### config.mk
export PLATFORM = sky130hd
export DESIGN_NAME = lfsr_rng_arbiter_flat
export DESIGN_NICKNAME = d
export VERILOG_FILES = /design/src/rtl/lfsr_rng_arbiter_if.sv /design/src/rtl/lfsr_rng_arbiter.sv /design/src/flat_wrapper.sv
export SDC_FILE = /design/constraint.sdc
export NUM_CORES = 1
export LEC_CHECK = 0
export ABC_AREA = 1
export BUFFER_PORTS_ARGS = -buffer_cell sky130_fd_sc_hd__buf_4
export CORE_ASPECT_RATIO = 0.8
export CORE_UTILIZATION = 57
export CTS_CLUSTER_DIAMETER = 30
export CTS_CLUSTER_SIZE = 16
export DETAILED_ROUTE_END_ITERATION = 16
export PLACE_DENSITY = 0.83
export SLEW_MARGIN = 0
export SYNTH_ARGS = -nofsm -noshare
export SYNTH_HDL_FRONTEND = slang
export SYNTH_SLANG_ARGS = --single-unit
### constraint.sdc
create_clock -name clk -period 2.6 [get_ports clk]
set_input_delay 0.39 -clock clk [delete_from_list [all_inputs] [get_ports clk]]
set_output_delay 0.39 -clock clk [all_outputs]
set_load 0.02 [all_outputs]
### src/rtl/lfsr_rng_arbiter_if.sv
// ---------------------------------------------------------------------------
// lfsr_rng_arbiter_if
// Bundle of request, seed and grant signals between the shared random-number
// arbiter and its consumers.
//
// Signals:
//   req        [NUM_REQ] level request per requester, held until granted
//   seed_load  [1]       single-cycle pulse, load seed_data into the LFSR
//   seed_data  [20]      new seed value
//   gnt        [NUM_REQ] one-hot, single-cycle grant pulse
//   rnd_data   [20]      random word, valid with rnd_valid
//   rnd_valid  [1]       high exactly in the grant cycle
//   busy       [1]       arbiter is in GRANT or ADVANCE
//   lfsr_state [20]      current LFSR register (debug)
//
// Modports:
//   master - requester side (drives req/seed, observes grants)
//   slave  - arbiter side
// ---------------------------------------------------------------------------
interface lfsr_rng_arbiter_if #(
  parameter int NUM_REQ = 4
);

  logic [NUM_REQ-1:0] req;
  logic               seed_load;
  logic [19:0]        seed_data;
  logic [NUM_REQ-1:0] gnt;
  logic [19:0]        rnd_data;
  logic               rnd_valid;
  logic               busy;
  logic [19:0]        lfsr_state;

  modport master (
    output req,
    output seed_load,
    output seed_data,
    input  gnt,
    input  rnd_data,
    input  rnd_valid,
    input  busy,
    input  lfsr_state
  );

  modport slave (
    input  req,
    input  seed_load,
    input  seed_data,
    output gnt,
    output rnd_data,
    output rnd_valid,
    output busy,
    output lfsr_state
  );

endinterface

### src/rtl/lfsr_rng_arbiter.sv
// ---------------------------------------------------------------------------
// lfsr_rng_arbiter
// Shared pseudo-random source. Owns one 20-bit XNOR Galois LFSR and hands
// out one random word per grant to NUM_REQ requesters in round-robin order.
// After each grant the LFSR is stepped STEPS times (grant cycle included),
// so consecutive consumers never observe adjacent LFSR states. A runtime
// seed can be loaded at any time; the XNOR lock-up value (all ones) is
// replaced by RESET_SEED.
//
// Ports:
//   clk    in   system clock, rising edge
//   reset  in   asynchronous active-high reset
//   bus    slave modport of lfsr_rng_arbiter_if (req, seed_load, seed_data,
//          gnt, rnd_data, rnd_valid, busy, lfsr_state)
//
// Parameters:
//   NUM_REQ    number of requesters (2..8)
//   STEPS      LFSR advances per grant (1..15), counting the grant cycle
//   RESET_SEED LFSR value after reset and lock-up substitute
// ---------------------------------------------------------------------------
module lfsr_rng_arbiter #(
  parameter int          NUM_REQ    = 4,
  parameter int          STEPS      = 2,
  parameter logic [19:0] RESET_SEED = 20'h00001
) (
  input  logic                  clk,
  input  logic                  reset,
  lfsr_rng_arbiter_if.slave     bus
);

  localparam int                 PTR_W    = (NUM_REQ > 1) ? $clog2(NUM_REQ) : 1;
  localparam logic [PTR_W-1:0]   PTR_INIT = PTR_W'(NUM_REQ - 1);
  localparam logic [3:0]         CNT_INIT = 4'(STEPS - 1);
  localparam logic [19:0]        LOCKUP   = 20'hFFFFF;
  localparam logic [NUM_REQ-1:0] ONE_HOT0 = {{(NUM_REQ-1){1'b0}}, 1'b1};

  typedef enum logic [1:0] {
    S_IDLE    = 2'd0,
    S_GRANT   = 2'd1,
    S_ADVANCE = 2'd2
  } state_t;

  // One step of the XNOR Galois LFSR. Feedback is s[19]; taps land on
  // bits 4, 8 and 14 as the inverted XOR with the bit shifted into them.
  function automatic logic [19:0] lfsr_step(input logic [19:0] s);
    logic [19:0] n;
    n        = 20'h00000;
    n[0]     = s[19];
    n[3:1]   = s[2:0];
    n[4]     = ~(s[19] ^ s[3]);
    n[7:5]   = s[6:4];
    n[8]     = ~(s[19] ^ s[7]);
    n[13:9]  = s[12:8];
    n[14]    = ~(s[19] ^ s[13]);
    n[19:15] = s[18:14];
    return n;
  endfunction

  // Seed sanitising: all-ones would freeze an XNOR LFSR forever.
  function automatic logic [19:0] seed_fix(input logic [19:0] s);
    logic [19:0] r;
    if (s == LOCKUP) begin
      r = RESET_SEED;
    end else begin
      r = s;
    end
    return r;
  endfunction

  state_t             state_r;
  logic [19:0]        lfsr_r;
  logic [PTR_W-1:0]   ptr_r;
  logic [3:0]         cnt_r;
  logic [NUM_REQ-1:0] gnt_r;
  logic               rnd_valid_r;
  logic [19:0]        rnd_data_r;
  logic               busy_r;

  logic               win_found_s;
  logic [PTR_W-1:0]   win_idx_s;
  logic [PTR_W-1:0]   cand_s;

  // Round-robin winner search: first set request starting just above the
  // last granted requester, wrapping around.
  always_comb begin
    win_found_s = 1'b0;
    win_idx_s   = '0;
    cand_s      = '0;
    for (int i = 1; i <= NUM_REQ; i++) begin
      cand_s = PTR_W'((int'(ptr_r) + i) % NUM_REQ);
      if (!win_found_s && bus.req[cand_s]) begin
        win_found_s = 1'b1;
        win_idx_s   = cand_s;
      end else begin
        win_found_s = win_found_s;
      end
    end
  end

  // Arbiter FSM, LFSR register and all registered outputs.
  always_ff @(posedge clk or posedge reset) begin
    if (reset) begin
      state_r     <= S_IDLE;
      lfsr_r      <= RESET_SEED;
      ptr_r       <= PTR_INIT;
      cnt_r       <= 4'd0;
      gnt_r       <= '0;
      rnd_valid_r <= 1'b0;
      rnd_data_r  <= 20'h00000;
      busy_r      <= 1'b0;
    end else if (bus.seed_load) begin
      // Seed load overrides everything; a grant visible this cycle was
      // registered earlier and completes, but no new grant is started.
      lfsr_r      <= seed_fix(bus.seed_data);
      state_r     <= S_IDLE;
      cnt_r       <= 4'd0;
      gnt_r       <= '0;
      rnd_valid_r <= 1'b0;
      busy_r      <= 1'b0;
    end else begin
      case (state_r)
        S_IDLE: begin
          if (win_found_s) begin
            state_r     <= S_GRANT;
            gnt_r       <= ONE_HOT0 << win_idx_s;
            rnd_valid_r <= 1'b1;
            rnd_data_r  <= lfsr_r;
            ptr_r       <= win_idx_s;
            busy_r      <= 1'b1;
          end else begin
            gnt_r       <= '0;
            rnd_valid_r <= 1'b0;
            busy_r      <= 1'b0;
          end
        end
        S_GRANT: begin
          // The grant cycle itself counts as the first of STEPS advances.
          lfsr_r      <= lfsr_step(lfsr_r);
          gnt_r       <= '0;
          rnd_valid_r <= 1'b0;
          cnt_r       <= CNT_INIT;
          if (STEPS > 1) begin
            state_r <= S_ADVANCE;
            busy_r  <= 1'b1;
          end else begin
            state_r <= S_IDLE;
            busy_r  <= 1'b0;
          end
        end
        S_ADVANCE: begin
          lfsr_r      <= lfsr_step(lfsr_r);
          gnt_r       <= '0;
          rnd_valid_r <= 1'b0;
          if (cnt_r <= 4'd1) begin
            cnt_r   <= 4'd0;
            state_r <= S_IDLE;
            busy_r  <= 1'b0;
          end else begin
            cnt_r   <= cnt_r - 4'd1;
            busy_r  <= 1'b1;
          end
        end
        default: begin
          state_r     <= S_IDLE;
          cnt_r       <= 4'd0;
          gnt_r       <= '0;
          rnd_valid_r <= 1'b0;
          busy_r      <= 1'b0;
        end
      endcase
    end
  end

  assign bus.gnt        = gnt_r;
  assign bus.rnd_valid  = rnd_valid_r;
  assign bus.rnd_data   = rnd_data_r;
  assign bus.busy       = busy_r;
  assign bus.lfsr_state = lfsr_r;

endmodule

### src/flat_wrapper.sv
// flat-port wrapper written by rule: the top's interface ports become plain ports
module lfsr_rng_arbiter_flat 
#(
  parameter int          NUM_REQ    = 4,
  parameter int          STEPS      = 2,
  parameter logic [19:0] RESET_SEED = 20'h00001
)
  (clk, reset, bus_req, bus_seed_load, bus_seed_data, bus_gnt, bus_rnd_data, bus_rnd_valid, bus_busy, bus_lfsr_state);
  lfsr_rng_arbiter_if #(.NUM_REQ(NUM_REQ)) bus_i ();
  input  logic clk;
  input  logic reset;
  input wire logic [$bits(bus_i.req)-1:0] bus_req;
  input wire logic [$bits(bus_i.seed_load)-1:0] bus_seed_load;
  input wire logic [$bits(bus_i.seed_data)-1:0] bus_seed_data;
  output wire logic [$bits(bus_i.gnt)-1:0] bus_gnt;
  output wire logic [$bits(bus_i.rnd_data)-1:0] bus_rnd_data;
  output wire logic [$bits(bus_i.rnd_valid)-1:0] bus_rnd_valid;
  output wire logic [$bits(bus_i.busy)-1:0] bus_busy;
  output wire logic [$bits(bus_i.lfsr_state)-1:0] bus_lfsr_state;
  assign bus_i.req = bus_req;
  assign bus_i.seed_load = bus_seed_load;
  assign bus_i.seed_data = bus_seed_data;
  assign bus_gnt = bus_i.gnt;
  assign bus_rnd_data = bus_i.rnd_data;
  assign bus_rnd_valid = bus_i.rnd_valid;
  assign bus_busy = bus_i.busy;
  assign bus_lfsr_state = bus_i.lfsr_state;
  lfsr_rng_arbiter #(.NUM_REQ(NUM_REQ), .STEPS(STEPS), .RESET_SEED(RESET_SEED)) u_core (.clk(clk), .reset(reset), .bus(bus_i));
endmodule
==> results.toml <==
[placed_design]
dp_cells = 480
gp_congestion = 0.868
hpwl_mm = 5.01
io_buffers = 72
pre_cts_ws_ns = 0.580
placed_area_um2 = 3340

[setup_path]
crit_type = "register to register"
worstSetupEndpointType = "register"
required_ns = 2.80
crit_fanout = 23
ff2ff_path_depth = 11
crit_buf_inv = 2
r2r_slack_ns = 0.56
path_depth = 11
slowest_stage = "dfstp_2"
r2r-end = "u_core.bus.gnt[1]$_DFF_PP0_"
crit_path_max_incr_delay_ns = 0.68
cp-start-kind = "register"
crit_family = "simple AND/OR/NAND/NOR gates"
r2r_start = "u_core.ptr_r[0]$_DFFE_PP1P_"
arrival_ns = 2.24
path_cells = "inv_2 -> nand2_1 -> nand2_2 -> nand2_2 -> nand2_4 -> nor2_4 -> nand3_2 -> nand2_4 -> inv_4 -> nand2_1 -> nor2_1"

[floorplanning]
core_area_um2 = 4620
die_area_um2 = 5160
io_pins = 73
fp.dieH_um = 64.5
die_x_um = 80.1
initial_utilization_pct = 60.1
row_count = 22

[final_layout]
fin_area_um2 = 3440
drive_above_1_share_pct = 24.8
final_cell_mix = "nand2_1, buf_4, dfrtp_1"
final_util_pct = 74.4
nets = 461
syn_to_final_growth_pct = 23.7
nFillCells = 379
layout_commonest_cell = "nand2_1"
instances_no_fill = 488
diodes = 0

[clock_tree]
cts_resized = 0
clk_path_buf_depth = 2
cts.sinks = 54
cts_root_buf = "clkbuf_8"
worstSkewPairLatency_ns = 0.31
clkTransAtPathRegs_ns = 0.10
cts_made_buffers = 5
htreeDepth = 2
post-cts-setup-buffers = 0
postCtsHoldBufs = 0
cts_tree = "built"

[drt]
ant_nets = 0
drt_wl_total_mm = 6.88
wl_per_cell_um = 14.1
drc = 0
drt_iter0_markers = 177
vias = 2639
viasPerCell = 5.41
first_pass_iters = 5

[sta]
max_freq_mhz = 490
worst_pin_slew_ns = 0.675
setup_violations = 0
finalSetupTns_ns = 0
whs_ns = 0.252
skew_ns = 0.0104
worst_slack_ns = 0.560
finalHoldViolations = 0
timing.final.crit_share_pct = 78.5
slew_viol_final = 0
rsz0062_at_grt = "false"
maxSlewHeadroom_pct = 55.0
min_period_ns = 2.04

[power]
pwr-share-seq_pct = 35.8
p_per_area_nw_per_um2 = 1270
total_power_mw = 4.37
switching_share_pct = 47.4
ir_worst_vdd_mv = 0.839
combPwrFrac_pct = 53.1
p_leak_nw = 1.83
pwr-share-clk_pct = 11.1
p_int_mw = 2.30
p_sw_mw = 2.07

[synthesis]
synthesis.area_um2 = 2780
syn_inst = 356
yosysUniqueCellTypes = 33
yosysSeqAreaShare_pct = 48.7
synth.net_count = 390
synth_warnings = 0
ys_ff_latch = 54
syn_area_per_cell_um2 = 7.81

[global_route]
grt_pass1_vias = 2567
grt.total_usage_pct = 29.1
grt_pass1_wl_mm = 11.5
antenna_found_initial = 0
grt_max_degree = 55
overflow = 0

[outcome]
status = "completed"

[hold_path]
min_path_type = "input pin to asynchronous set/reset pin"

[flow_run]
max_cap_viol_count = 0
==> layer usage <==
metal  GRT usage, %  routed length, um  vias up
met3           5.63                484       13
met2           46.8               3230      122
met1           39.8               3060     1220
li1               -                  -     1284
met5              0                  0        -
met4           9.38                102        0
==> cell type report <==
cell class              count  area, um^2  area share [%]
flip-flops and latches     54        1360            39.4
repair buffers             75         563            16.4
well taps                  60        75.1            2.18
multi-input cells         262        1240            36.0
inverters                  29         111            3.24
clock buffers               6        82.6            2.40
clock inverters             2        12.5           0.364
==> worst min-delay path, delay by kind of cell <==
| family | cells | cell delay [ns] |
|---|---|---|
| buf+inv | 3 | 0.66 |
==> registers in the layout (all words and copies together), names as in the netlist <==
signal and cells:
u_core.ptr_r 2, u_core.bus.rnd_valid 1, u_core.bus.lfsr_state 20, u_core.state_r 2, u_core.bus.gnt 4, u_core.cnt_r 4
u_core.bus.rnd_data 20, u_core.bus.busy 1
==> Yosys cell counts, drive strengths merged <==
cell	n	area, um^2
o221ai	1	8.76
xor2	1	8.76
a21oi	13	65.1
nand2	150	596
clkinv	2	7.51
nor3	1	5.00
nand3b	1	7.51
xnor2	2	17.5
nor2	24	100
nand4	6	37.5
o211ai	1	7.51
buf	6	56.3
inv	27	104
ha	7	87.6
o22ai	5	31.3
dfstp	3	78.8
clkbuf	5	18.8
or2	1	6.26
nand3	14	80.1
o32ai	1	8.76
o21ai	33	165
dfrtp	51	1280
a21boi	1	7.51
==> worst max-delay path by stage <==
stage	from	slack (ns)	end
2_1_floorplan	reset	0.90	u_core.bus.busy$_DFF_PP0_
3_3_place_gp	u_core.ptr_r[0]$_DFFE_PP1P_	0.72	u_core.bus.gnt[1]$_DFF_PP0_
3_5_place_dp	u_core.ptr_r[0]$_DFFE_PP1P_	0.58	u_core.bus.gnt[1]$_DFF_PP0_
4_1_cts	u_core.ptr_r[0]$_DFFE_PP1P_	0.56	u_core.bus.gnt[1]$_DFF_PP0_
5_1_grt	u_core.ptr_r[0]$_DFFE_PP1P_	0.38	u_core.bus.gnt[1]$_DFF_PP0_
6_report	u_core.ptr_r[0]$_DFFE_PP1P_	0.56	u_core.bus.gnt[1]$_DFF_PP0_
==> power groups by stage <==
stage | registers [mW] | clock network (mW) | logic, mW
6_report | 1.57 | 0.486 | 2.32
5_1_grt | 1.61 | 0.527 | 2.56
4_1_cts | 1.56 | 0.492 | 2.32
3_5_place_dp | 1.57 | 0 | 2.31
3_3_place_gp | 1.57 | 0 | 2.24
2_1_floorplan | 1.86 | 0 | 1.18
==> cells by family after synthesis <==
| family | Yosys count | share of synthesized area (%) |
|---|---|---|
| fa+ha+maj | 7 | 3.15 |
| buf+inv | 40 | 6.70 |
| simple gates | 197 | 29.9 |
| xor+xnor | 3 | 0.945 |
| compound gates | 55 | 10.6 |
| flops | 54 | 48.7 |
(Power assumes the default switching activity.)
